[config.mk]
export PLATFORM = sky130hd
export DESIGN_NAME = uart_cmd_parser_flat
export DESIGN_NICKNAME = d
export VERILOG_FILES = /design/src/rtl/uart_cmd_parser_if.sv /design/src/rtl/uart_cmd_parser.sv /design/src/flat_wrapper.sv
export SDC_FILE = /design/constraint.sdc
export NUM_CORES = 1
export LEC_CHECK = 0
export ABC_AREA = 1
export CAP_MARGIN = 20
export CORE_ASPECT_RATIO = 0.9
export CORE_MARGIN = 5
export CORE_UTILIZATION = 30
export CTS_CLUSTER_DIAMETER = 120
export DETAILED_ROUTE_END_ITERATION = 8
export PLACE_DENSITY = 0.51
export SLEW_MARGIN = 30
export SYNTH_ARGS = -nofsm -noshare
export SYNTH_HDL_FRONTEND = slang
export SYNTH_SLANG_ARGS = --single-unit
[constraint.sdc]
create_clock -name sys_clk -period 5 [get_ports sys_clk]
set_clock_uncertainty 0.05 [all_clocks]
set_input_delay 1 -clock sys_clk [delete_from_list [all_inputs] [get_ports sys_clk]]
set_output_delay 1 -clock sys_clk [all_outputs]
set_load 0.05 [all_outputs]
[src/rtl/uart_cmd_parser_if.sv]
`default_nettype none
// +--------------------------------------------------------------------------+
// | Module      : uart_cmd_parser_if                                          |
// | Description : Byte-stream and frame-consumer signal bundle for the UART   |
// |               command parser. The master modport is the parser side; the  |
// |               slave modport is the UART receiver / frame consumer side.   |
// | Revision    : 1.0 - initial release                                       |
// +--------------------------------------------------------------------------+
interface uart_cmd_parser_if;

  // Byte stream from the UART receiver
  logic [7:0] rx_data;
  logic       rx_done;

  // Held-frame handshake and payload read port
  logic       frame_vld;
  logic       frame_ack;
  logic [7:0] cmd;
  logic [4:0] frame_len;
  logic [3:0] rd_addr;
  logic [7:0] rd_data;

  // Status pulses
  logic       frame_err;
  logic [1:0] err_code;
  logic       ovr;

  modport master (
    input  rx_data,
    input  rx_done,
    input  frame_ack,
    input  rd_addr,
    output frame_vld,
    output cmd,
    output frame_len,
    output rd_data,
    output frame_err,
    output err_code,
    output ovr
  );

  modport slave (
    output rx_data,
    output rx_done,
    output frame_ack,
    output rd_addr,
    input  frame_vld,
    input  cmd,
    input  frame_len,
    input  rd_data,
    input  frame_err,
    input  err_code,
    input  ovr
  );

endinterface
`default_nettype wire

[src/rtl/uart_cmd_parser.sv]
`default_nettype none
// +--------------------------------------------------------------------------+
// | Module      : uart_cmd_parser                                             |
// | Description : Parses HEADER/cmd/len/payload[/checksum] frames from a UART |
// |               byte stream, holds a complete frame for a consumer until    |
// |               frame_ack, and flags length, timeout and checksum errors.   |
// |               Optional macro UART_CMD_CHKSUM_EN adds the trailing 8-bit   |
// |               modulo-sum checksum byte (CHK state).                       |
// | Revision    : 1.0 - initial release                                       |
// +--------------------------------------------------------------------------+
module uart_cmd_parser #(
  parameter logic [7:0] HEADER      = 8'hAA,
  parameter int         MAX_LEN     = 16,
  parameter int         TIMEOUT_CYC = 50_000
) (
  input wire                sys_clk,
  input wire                sys_rst_n,
  uart_cmd_parser_if.master cmd_bus
);

  // Timeout counter only needs to reach TIMEOUT_CYC-1
  localparam int                 c_TMO_W    = (TIMEOUT_CYC > 1) ? $clog2(TIMEOUT_CYC) : 1;
  localparam logic [c_TMO_W-1:0] c_TMO_LAST = c_TMO_W'(TIMEOUT_CYC - 1);
  localparam logic [c_TMO_W-1:0] c_TMO_ONE  = c_TMO_W'(1);
  localparam logic [7:0]         c_MAX_LEN  = 8'(MAX_LEN);

  localparam logic [1:0] c_ERR_BADLEN  = 2'd1;
  localparam logic [1:0] c_ERR_TIMEOUT = 2'd2;
`ifdef UART_CMD_CHKSUM_EN
  localparam logic [1:0] c_ERR_CHKSUM  = 2'd3;
`endif

  typedef enum logic [2:0] {
    ST_IDLE = 3'd0,
    ST_CMD  = 3'd1,
    ST_LEN  = 3'd2,
    ST_DATA = 3'd3,
    ST_CHK  = 3'd4,
    ST_HOLD = 3'd5
  } state_t;

  // Where the FSM goes once the last payload byte (or a zero length) is seen
`ifdef UART_CMD_CHKSUM_EN
  localparam state_t c_ST_AFTER_PAYLOAD = ST_CHK;
`else
  localparam state_t c_ST_AFTER_PAYLOAD = ST_HOLD;
`endif

  state_t         r_state;
  state_t         w_state_nxt;

  logic [7:0]     r_cmd;
  logic [4:0]     r_len;
  logic [3:0]     r_idx;
  logic [7:0]     r_buf [0:15];
  logic [c_TMO_W-1:0] r_tmo_cnt;

  logic           r_frame_vld;
  logic           r_frame_err;
  logic [1:0]     r_err_code;
  logic           r_ovr;

  logic           w_active;
  logic           w_tmo;
  logic           w_last_byte;
  logic           w_cmd_we;
  logic           w_len_we;
  logic           w_buf_we;
  logic           w_err;
  logic [1:0]     w_err_code;
  logic           w_ovr;

`ifdef UART_CMD_CHKSUM_EN
  logic [7:0]     r_sum;
`endif

  // Frame-collecting states are the only ones subject to the inter-byte timeout
  assign w_active    = (r_state == ST_CMD) || (r_state == ST_LEN) ||
                       (r_state == ST_DATA) || (r_state == ST_CHK);
  // A byte arriving on the expiry cycle wins over the timeout
  assign w_tmo       = w_active && !cmd_bus.rx_done && (r_tmo_cnt == c_TMO_LAST);
  assign w_last_byte = ({1'b0, r_idx} == (r_len - 5'd1));

  // Next-state and per-cycle control decode
  always_comb begin
    w_state_nxt = r_state;
    w_cmd_we    = 1'b0;
    w_len_we    = 1'b0;
    w_buf_we    = 1'b0;
    w_err       = 1'b0;
    w_err_code  = 2'd0;
    w_ovr       = 1'b0;

    case (r_state)
      ST_IDLE: begin
        // Non-header bytes are dropped without comment
        if (cmd_bus.rx_done && (cmd_bus.rx_data == HEADER)) begin
          w_state_nxt = ST_CMD;
        end
      end

      ST_CMD: begin
        if (cmd_bus.rx_done) begin
          w_cmd_we    = 1'b1;
          w_state_nxt = ST_LEN;
        end
      end

      ST_LEN: begin
        if (cmd_bus.rx_done) begin
          if (cmd_bus.rx_data > c_MAX_LEN) begin
            w_err       = 1'b1;
            w_err_code  = c_ERR_BADLEN;
            w_state_nxt = ST_IDLE;
          end else begin
            w_len_we    = 1'b1;
            w_state_nxt = (cmd_bus.rx_data == 8'd0) ? c_ST_AFTER_PAYLOAD : ST_DATA;
          end
        end
      end

      ST_DATA: begin
        if (cmd_bus.rx_done) begin
          w_buf_we = 1'b1;
          if (w_last_byte) begin
            w_state_nxt = c_ST_AFTER_PAYLOAD;
          end
        end
      end

      ST_CHK: begin
`ifdef UART_CMD_CHKSUM_EN
        if (cmd_bus.rx_done) begin
          if (cmd_bus.rx_data == r_sum) begin
            w_state_nxt = ST_HOLD;
          end else begin
            w_err       = 1'b1;
            w_err_code  = c_ERR_CHKSUM;
            w_state_nxt = ST_IDLE;
          end
        end
`else
        // Unreachable without the checksum option
        w_state_nxt = ST_IDLE;
`endif
      end

      ST_HOLD: begin
        // The held frame is never overwritten; extra bytes are reported
        if (cmd_bus.rx_done) begin
          w_ovr = 1'b1;
        end
        if (r_frame_vld && cmd_bus.frame_ack) begin
          w_state_nxt = ST_IDLE;
        end
      end

      default: begin
        w_state_nxt = ST_IDLE;
      end
    endcase

    // Timeout only fires in states where no byte arrived this cycle
    if (w_tmo) begin
      w_err       = 1'b1;
      w_err_code  = c_ERR_TIMEOUT;
      w_state_nxt = ST_IDLE;
    end
  end

  // FSM state register
  always_ff @(posedge sys_clk or negedge sys_rst_n) begin
    if (!sys_rst_n) begin
      r_state <= ST_IDLE;
    end else begin
      r_state <= w_state_nxt;
    end
  end

  // Frame header fields and payload write index
  always_ff @(posedge sys_clk or negedge sys_rst_n) begin
    if (!sys_rst_n) begin
      r_cmd <= 8'd0;
      r_len <= 5'd0;
      r_idx <= 4'd0;
    end else begin
      if (w_cmd_we) begin
        r_cmd <= cmd_bus.rx_data;
      end
      if (w_len_we) begin
        r_len <= cmd_bus.rx_data[4:0];
        r_idx <= 4'd0;
      end else if (w_buf_we) begin
        r_idx <= r_idx + 4'd1;
      end
    end
  end

  // Payload buffer; contents are don't-care until a frame is held
  always_ff @(posedge sys_clk) begin
    if (w_buf_we) begin
      r_buf[r_idx] <= cmd_bus.rx_data;
    end
  end

  // Inter-byte timeout counter, idle outside the frame-collecting states
  always_ff @(posedge sys_clk or negedge sys_rst_n) begin
    if (!sys_rst_n) begin
      r_tmo_cnt <= '0;
    end else if (!w_active || cmd_bus.rx_done || w_tmo) begin
      r_tmo_cnt <= '0;
    end else begin
      r_tmo_cnt <= r_tmo_cnt + c_TMO_ONE;
    end
  end

  // Registered status outputs: frame_vld tracks HOLD, the rest are pulses
  always_ff @(posedge sys_clk or negedge sys_rst_n) begin
    if (!sys_rst_n) begin
      r_frame_vld <= 1'b0;
      r_frame_err <= 1'b0;
      r_err_code  <= 2'd0;
      r_ovr       <= 1'b0;
    end else begin
      r_frame_vld <= (w_state_nxt == ST_HOLD);
      r_frame_err <= w_err;
      r_err_code  <= w_err_code;
      r_ovr       <= w_ovr;
    end
  end

`ifdef UART_CMD_CHKSUM_EN
  // Running modulo-256 sum of cmd, len and payload bytes
  always_ff @(posedge sys_clk or negedge sys_rst_n) begin
    if (!sys_rst_n) begin
      r_sum <= 8'd0;
    end else if (w_cmd_we) begin
      r_sum <= cmd_bus.rx_data;
    end else if (w_len_we || w_buf_we) begin
      r_sum <= r_sum + cmd_bus.rx_data;
    end
  end
`endif

  assign cmd_bus.frame_vld = r_frame_vld;
  assign cmd_bus.cmd       = r_cmd;
  assign cmd_bus.frame_len = r_len;
  assign cmd_bus.rd_data   = r_buf[cmd_bus.rd_addr];
  assign cmd_bus.frame_err = r_frame_err;
  assign cmd_bus.err_code  = r_err_code;
  assign cmd_bus.ovr       = r_ovr;

endmodule
`default_nettype wire

[src/flat_wrapper.sv]
// flat-port wrapper written by rule: the top's interface ports become plain ports
module uart_cmd_parser_flat 
#(
  parameter logic [7:0] HEADER      = 8'hAA,
  parameter int         MAX_LEN     = 16,
  parameter int         TIMEOUT_CYC = 50_000
)
  (sys_clk, sys_rst_n, cmd_bus_rx_data, cmd_bus_rx_done, cmd_bus_frame_ack, cmd_bus_rd_addr, cmd_bus_frame_vld, cmd_bus_cmd, cmd_bus_frame_len, cmd_bus_rd_data, cmd_bus_frame_err, cmd_bus_err_code, cmd_bus_ovr);
  uart_cmd_parser_if cmd_bus_i ();
  input wire sys_clk;
  input wire sys_rst_n;
  input wire logic [$bits(cmd_bus_i.rx_data)-1:0] cmd_bus_rx_data;
  input wire logic [$bits(cmd_bus_i.rx_done)-1:0] cmd_bus_rx_done;
  input wire logic [$bits(cmd_bus_i.frame_ack)-1:0] cmd_bus_frame_ack;
  input wire logic [$bits(cmd_bus_i.rd_addr)-1:0] cmd_bus_rd_addr;
  output wire logic [$bits(cmd_bus_i.frame_vld)-1:0] cmd_bus_frame_vld;
  output wire logic [$bits(cmd_bus_i.cmd)-1:0] cmd_bus_cmd;
  output wire logic [$bits(cmd_bus_i.frame_len)-1:0] cmd_bus_frame_len;
  output wire logic [$bits(cmd_bus_i.rd_data)-1:0] cmd_bus_rd_data;
  output wire logic [$bits(cmd_bus_i.frame_err)-1:0] cmd_bus_frame_err;
  output wire logic [$bits(cmd_bus_i.err_code)-1:0] cmd_bus_err_code;
  output wire logic [$bits(cmd_bus_i.ovr)-1:0] cmd_bus_ovr;
  assign cmd_bus_i.rx_data = cmd_bus_rx_data;
  assign cmd_bus_i.rx_done = cmd_bus_rx_done;
  assign cmd_bus_i.frame_ack = cmd_bus_frame_ack;
  assign cmd_bus_i.rd_addr = cmd_bus_rd_addr;
  assign cmd_bus_frame_vld = cmd_bus_i.frame_vld;
  assign cmd_bus_cmd = cmd_bus_i.cmd;
  assign cmd_bus_frame_len = cmd_bus_i.frame_len;
  assign cmd_bus_rd_data = cmd_bus_i.rd_data;
  assign cmd_bus_frame_err = cmd_bus_i.frame_err;
  assign cmd_bus_err_code = cmd_bus_i.err_code;
  assign cmd_bus_ovr = cmd_bus_i.ovr;
  uart_cmd_parser #(.HEADER(HEADER), .MAX_LEN(MAX_LEN), .TIMEOUT_CYC(TIMEOUT_CYC)) u_core (.sys_clk(sys_clk), .sys_rst_n(sys_rst_n), .cmd_bus(cmd_bus_i));
endmodule
# == Word-level counts from Yosys, hierarchy flattened ==
# Memory sizes are Yosys's and may differ from the RTL's.
# Index checks and enable logic that the tools add are counted.
# op_classes
mux,30
n_div,0
n_bitwise,0
multipliers,0
n_eq_ne,9
n_reduce_logical,14
add_sub_neg,3
magnitude_cmp,1
shifts,0
# ops
operator,count
$mux W3,9
$add A16 B1 Y16 const B,1
$eq A16 B16 Y1 const B,1
$mux W16,1
$pmux W3 S5,1
$mux W1,14
$eq A3 B3 Y1 const B,3
$eq A8 B8 Y1 const B,1
$gt A8 B5 Y1 const B,1
$logic_not A8 Y1,1
$mux W4,2
$eq A3 B2 Y1 const B,2
$mux W2,3
$eq A4 B5 Y1,1
$logic_or A1 B1 Y1,5
$sub A5 B1 Y5 const B,1
$add A4 B1 Y4 const B,1
$logic_and A1 B1 Y1,4
$eq A3 B1 Y1 const B,1
$logic_not A3 Y1,1
$logic_not A1 Y1,2
$reduce_bool A2 Y1,1
# word_totals
output_inout_bits,26
wordCells,67
input_bits,16
n_memories,1
mem_bits_ro,0
latch_bits,0
ff_bits,41
ram_bits,128
# memory_table
memory,depth,width,rd,rd_ports_with_merged_regs,write_ports,line_no,rtl
u_core.r_buf,16,8,1,0,1,uart_cmd_parser.sv:55,logic [7:0] r_buf [0:15];

# == Longest topological paths before layout ==
# depth
word_depth,8
mapped_depth,11
depth_no_buf,11

# == Worst setup path before layout ==
# Ideal clock, no wire load.
# synth_timing
path_type,in2out
start,input cmd_bus_rd_addr[0]
end,output cmd_bus_rd_data[4]
t_required_ns,3.950
setup_slack_ns,1.892
path_buffers,2
t_arrival_ns,2.058
path_stages,7
path_cell_list,buf_4 > inv_4 > buf_2 > o21ai_0 > o221ai_1 > o211ai_1 > nand2_1
# synth_between
elab_chain_cells,1
# synth_lines
element,line_no,rtl
"start, declared",flat_wrapper.sv:15,input wire logic [$bits(cmd_bus_i.rd_addr)-1:0] cmd_bus_rd_addr;
$mem_v2 Z16 W8,-,
"end, declared",flat_wrapper.sv:19,output wire logic [$bits(cmd_bus_i.rd_data)-1:0] cmd_bus_rd_data;
# No other way between the ends.

# == Worst setup path in the final report ==
# layout_timing
start,input cmd_bus_rd_addr[1]
end,output cmd_bus_rd_data[7]
# The elaborated chain is that of the path after synthesis.

==> flow_summary.ini <==
[timing]
fin_ws_ns = 0.913
hold_viol_final = 0
fin_setup_tns_ns = 0
relSlewSlack_pct = 36.4
period_share_pct = 81.7
slew_viol_final = 0
grt_setup_unrepaired = no
setup_viol = 0
min_period_ns = 4.09
fmax_mhz = 245
worst-slew-pin-transition_ns = 0.951

[worst_setup_path]
cp-startpoint = cmd_bus_rd_addr[1]
timing.rr.start = u_core.r_state[2]
critical_path_class = input port to output pin
r2r_cells = 5
timing.rr.end = u_core.r_buf[11][1]
cp.arrival_ns = 3.04
cp-endpoint = cmd_bus_rd_data[7]
regToRegSetupSlack_ns = 2.71
crit_required_ns = 3.95
end_kind = output pin
critPathMaxFanout = 23
startpoint_type = input port

[clock_network]
cts_inserted_buffers = 17
post_cts_buffers = 0
cts-root-buf = clkbuf_16
post_cts_hold_buffer_count = 0
cts.path.max_buffers = 2
cts_tree = yes
cts_sinks = 169
cts.clk_slew.worst_paths_ns = 0.06
clk_latency_ns = 0.42
cts_max_level = 4
cts_resized = 0

[power]
total_power_mw = 3.10
switching_share_pct = 24.0
switching_power_uw = 743
irDropWorstVdd_uv = 204
clkPwrFrac_pct = 42.1
p_int_mw = 2.35
power_leakage_nw = 3.05
power_density_nw_per_um2 = 361
seq_power_share_pct = 49.4
combPwrFrac_pct = 8.5

[detailed_routing]
wl_per_cell_um = 17.7
vias_per_cell = 4.97
firstDrtPassIters = 5
drc = 0
routed-via-count = 4979
drtIter0Drc = 500
wl_um = 17700
detail-route-antenna-nets = 0

[place]
dp_hpwl_um = 11200
pre_cts_slack_ns = 0.873
port_buffers = 41
globalplace.congestion = 0.806

[global_route]
grt_pass1_vias = 4878
grt_pass1_wl_um = 28200
grt_max_degree = 65
grt_overflow = 0
antenna_found_initial = 0
grt_usage_pct = 13.4

[synth]
synth_area_leader_cell = edfxtp_1
ys.flop_type = edfxtp_1
ys_async_sr_fraction_pct = 24.3
ys_types = 36
synth-seq-cells = 169
synth_top_area_share_pct = 53.4
syn-cell-area_sq_um = 7200
avgSynthCellArea_sq_um = 11.2
ys_seq_area_share_pct = 67.7
yosys_warnings = 0
synthCells = 644
ys_top_cells_by_area = edfxtp_1 (53%), dfrtp_1 (14%), nor2_1 (5.9%), o21ai_0 (5.1%), nand2_1 (4.0%)
synth_edf_count = 128
synth.net_count = 666

[die]
rows = 53
dieArea_sq_um = 27200
die_w_um = 173
core-area_sq_um = 23500
fp.dieH_um = 157
pin_count = 42
initial_core_util_pct = 30.7

[hold_path]
min_path_type = register to register

[final_layout]
drive_gt1_share_pct = 9.14
area_delta_synth_final_pct = 19.2
fillers = 2268
antenna-diode-count = 0
nNetsFinal = 709

[job]
cap_violations = 0

[outcome]
status = finished, final reports clean
## flip-flops by register name (all words and copies together), names as in the netlist
signal and count:
u_core.r_tmo_cnt 16, u_core.r_buf 128, u_core.cmd_bus.cmd 8, u_core.r_idx 4, u_core.cmd_bus.frame_vld 1, u_core.cmd_bus.err_code 2, u_core.cmd_bus.ovr 1, u_core.r_state 3
u_core.cmd_bus.frame_err 1, u_core.cmd_bus.frame_len 5
## through the flow
step	hold slack, ns	instances	instance area (sq um)	utilization, %
after floorplan	0.383	644	7200	-
after global placement	0.396	970	8000	34.1
after detailed placement	0.402	970	8000	34.1
after CTS	0.416	1002	8580	36.5
after global routing	0.438	1002	8580	36.5
final	0.421	1002	8580	36.5
## power groups by stage
stage          logic [mW]  clock network (mW)  registers, mW
6_report            0.263                1.30           1.53
4_1_cts             0.266                1.33           1.53
5_1_grt             0.285                1.40           1.53
2_1_floorplan       0.108                   0           1.59
3_3_place_gp        0.263                   0           1.56
3_5_place_dp        0.265                   0           1.56
## synthesized netlist by cell type, types with 2 or more instances
library cell	n
nand4_1	7
ha_1	6
nor4_1	3
nand3_1	30
inv_2	4
nor3_1	11
o211ai_1	5
nand3b_1	3
xor2_1	3
nand2_1	76
dfrtp_1	41
o21ai_1	10
buf_2	12
o22ai_1	5
nand2_2	4
edfxtp_1	128
a21oi_1	11
clkbuf_1	10
inv_1	45
o21ai_0	73
o221ai_1	27
nor2_1	113
nor2_2	2
nor2_4	3
## metal layers
metal / wire length, um / global-route usage (%) / up-vias
met5: 0 / 0 / -
met4: 143 / 3.00 / 0
met3: 1120 / 3.36 / 16
met2: 7640 / 19.9 / 183
met1: 8830 / 19.9 / 2409
li1: - / - / 2371
## worst max-delay path, stage by stage
cell and delay [ns]:
clkdlybuf4s50_1 0.42, inv_1 0.51, buf_4 0.29, o21ai_0 0.10, o221ai_1 0.23, nand3_1 0.12, nand2_1 0.18, buf_12 0.16
## how the worst min path moves through the flow
stage                        startpoint                   to  slack, ns  cells after the start
floorplan           u_core.r_tmo_cnt[0]  u_core.r_tmo_cnt[0]       0.38                      1
global placement    u_core.r_tmo_cnt[0]  u_core.r_tmo_cnt[0]       0.40                      1
detailed placement  u_core.r_tmo_cnt[0]  u_core.r_tmo_cnt[0]       0.40                      1
CTS                 u_core.r_tmo_cnt[0]  u_core.r_tmo_cnt[0]       0.42                      1
global route        u_core.r_tmo_cnt[0]  u_core.r_tmo_cnt[0]       0.44                      1
finish              u_core.r_tmo_cnt[0]  u_core.r_tmo_cnt[0]       0.42                      1
## cell type report
class                   count  area, sq um  share of cell area [%]
well taps                 302          378                    4.40
clock buffers              20          437                    5.09
flip-flops and latches    169         4870                    56.8
repair buffers             49          543                    6.33
multi-input cells         400         2020                    23.6
inverters                  50          190                    2.22
clock inverters            12          140                    1.63
## cell families after synthesis
logic type	after synthesis	share of synthesized area, %
AOI/OAI and AO/OA	135	11.3
xor gates and xnor gates	4	0.487
adders and majority gates	6	1.04
buffers and inverters	75	4.23
DFF	169	67.7
and+or+nand+nor	255	15.2
## placed cells by master (no fill, tap or decap), types with 3 or more instances in the layout
cell type	Yosys	routed
inv_1	45	45
a21oi_1	11	11
nor4_1	3	3
inv_2	4	4
o22ai_1	5	5
buf_12	0	8
inv_6	0	4
nand2_1	76	76
nor2_4	3	3
nand2_2	4	4
nor3_1	11	11
nand3b_1	3	3
o21ai_1	10	10
nor2_1	113	113
buf_4	1	9
xor2_1	3	3
o21ai_0	73	73
o211ai_1	5	5
o221ai_1	27	27
clkdlybuf4s50_1	0	31
dfrtp_1	41	41
nand4_1	7	7
ha_1	6	6
clkbuf_16	0	17
edfxtp_1	128	128
clkbuf_1	10	3
nand3_1	30	30
Note: power is estimated with default switching activity, not from simulation.
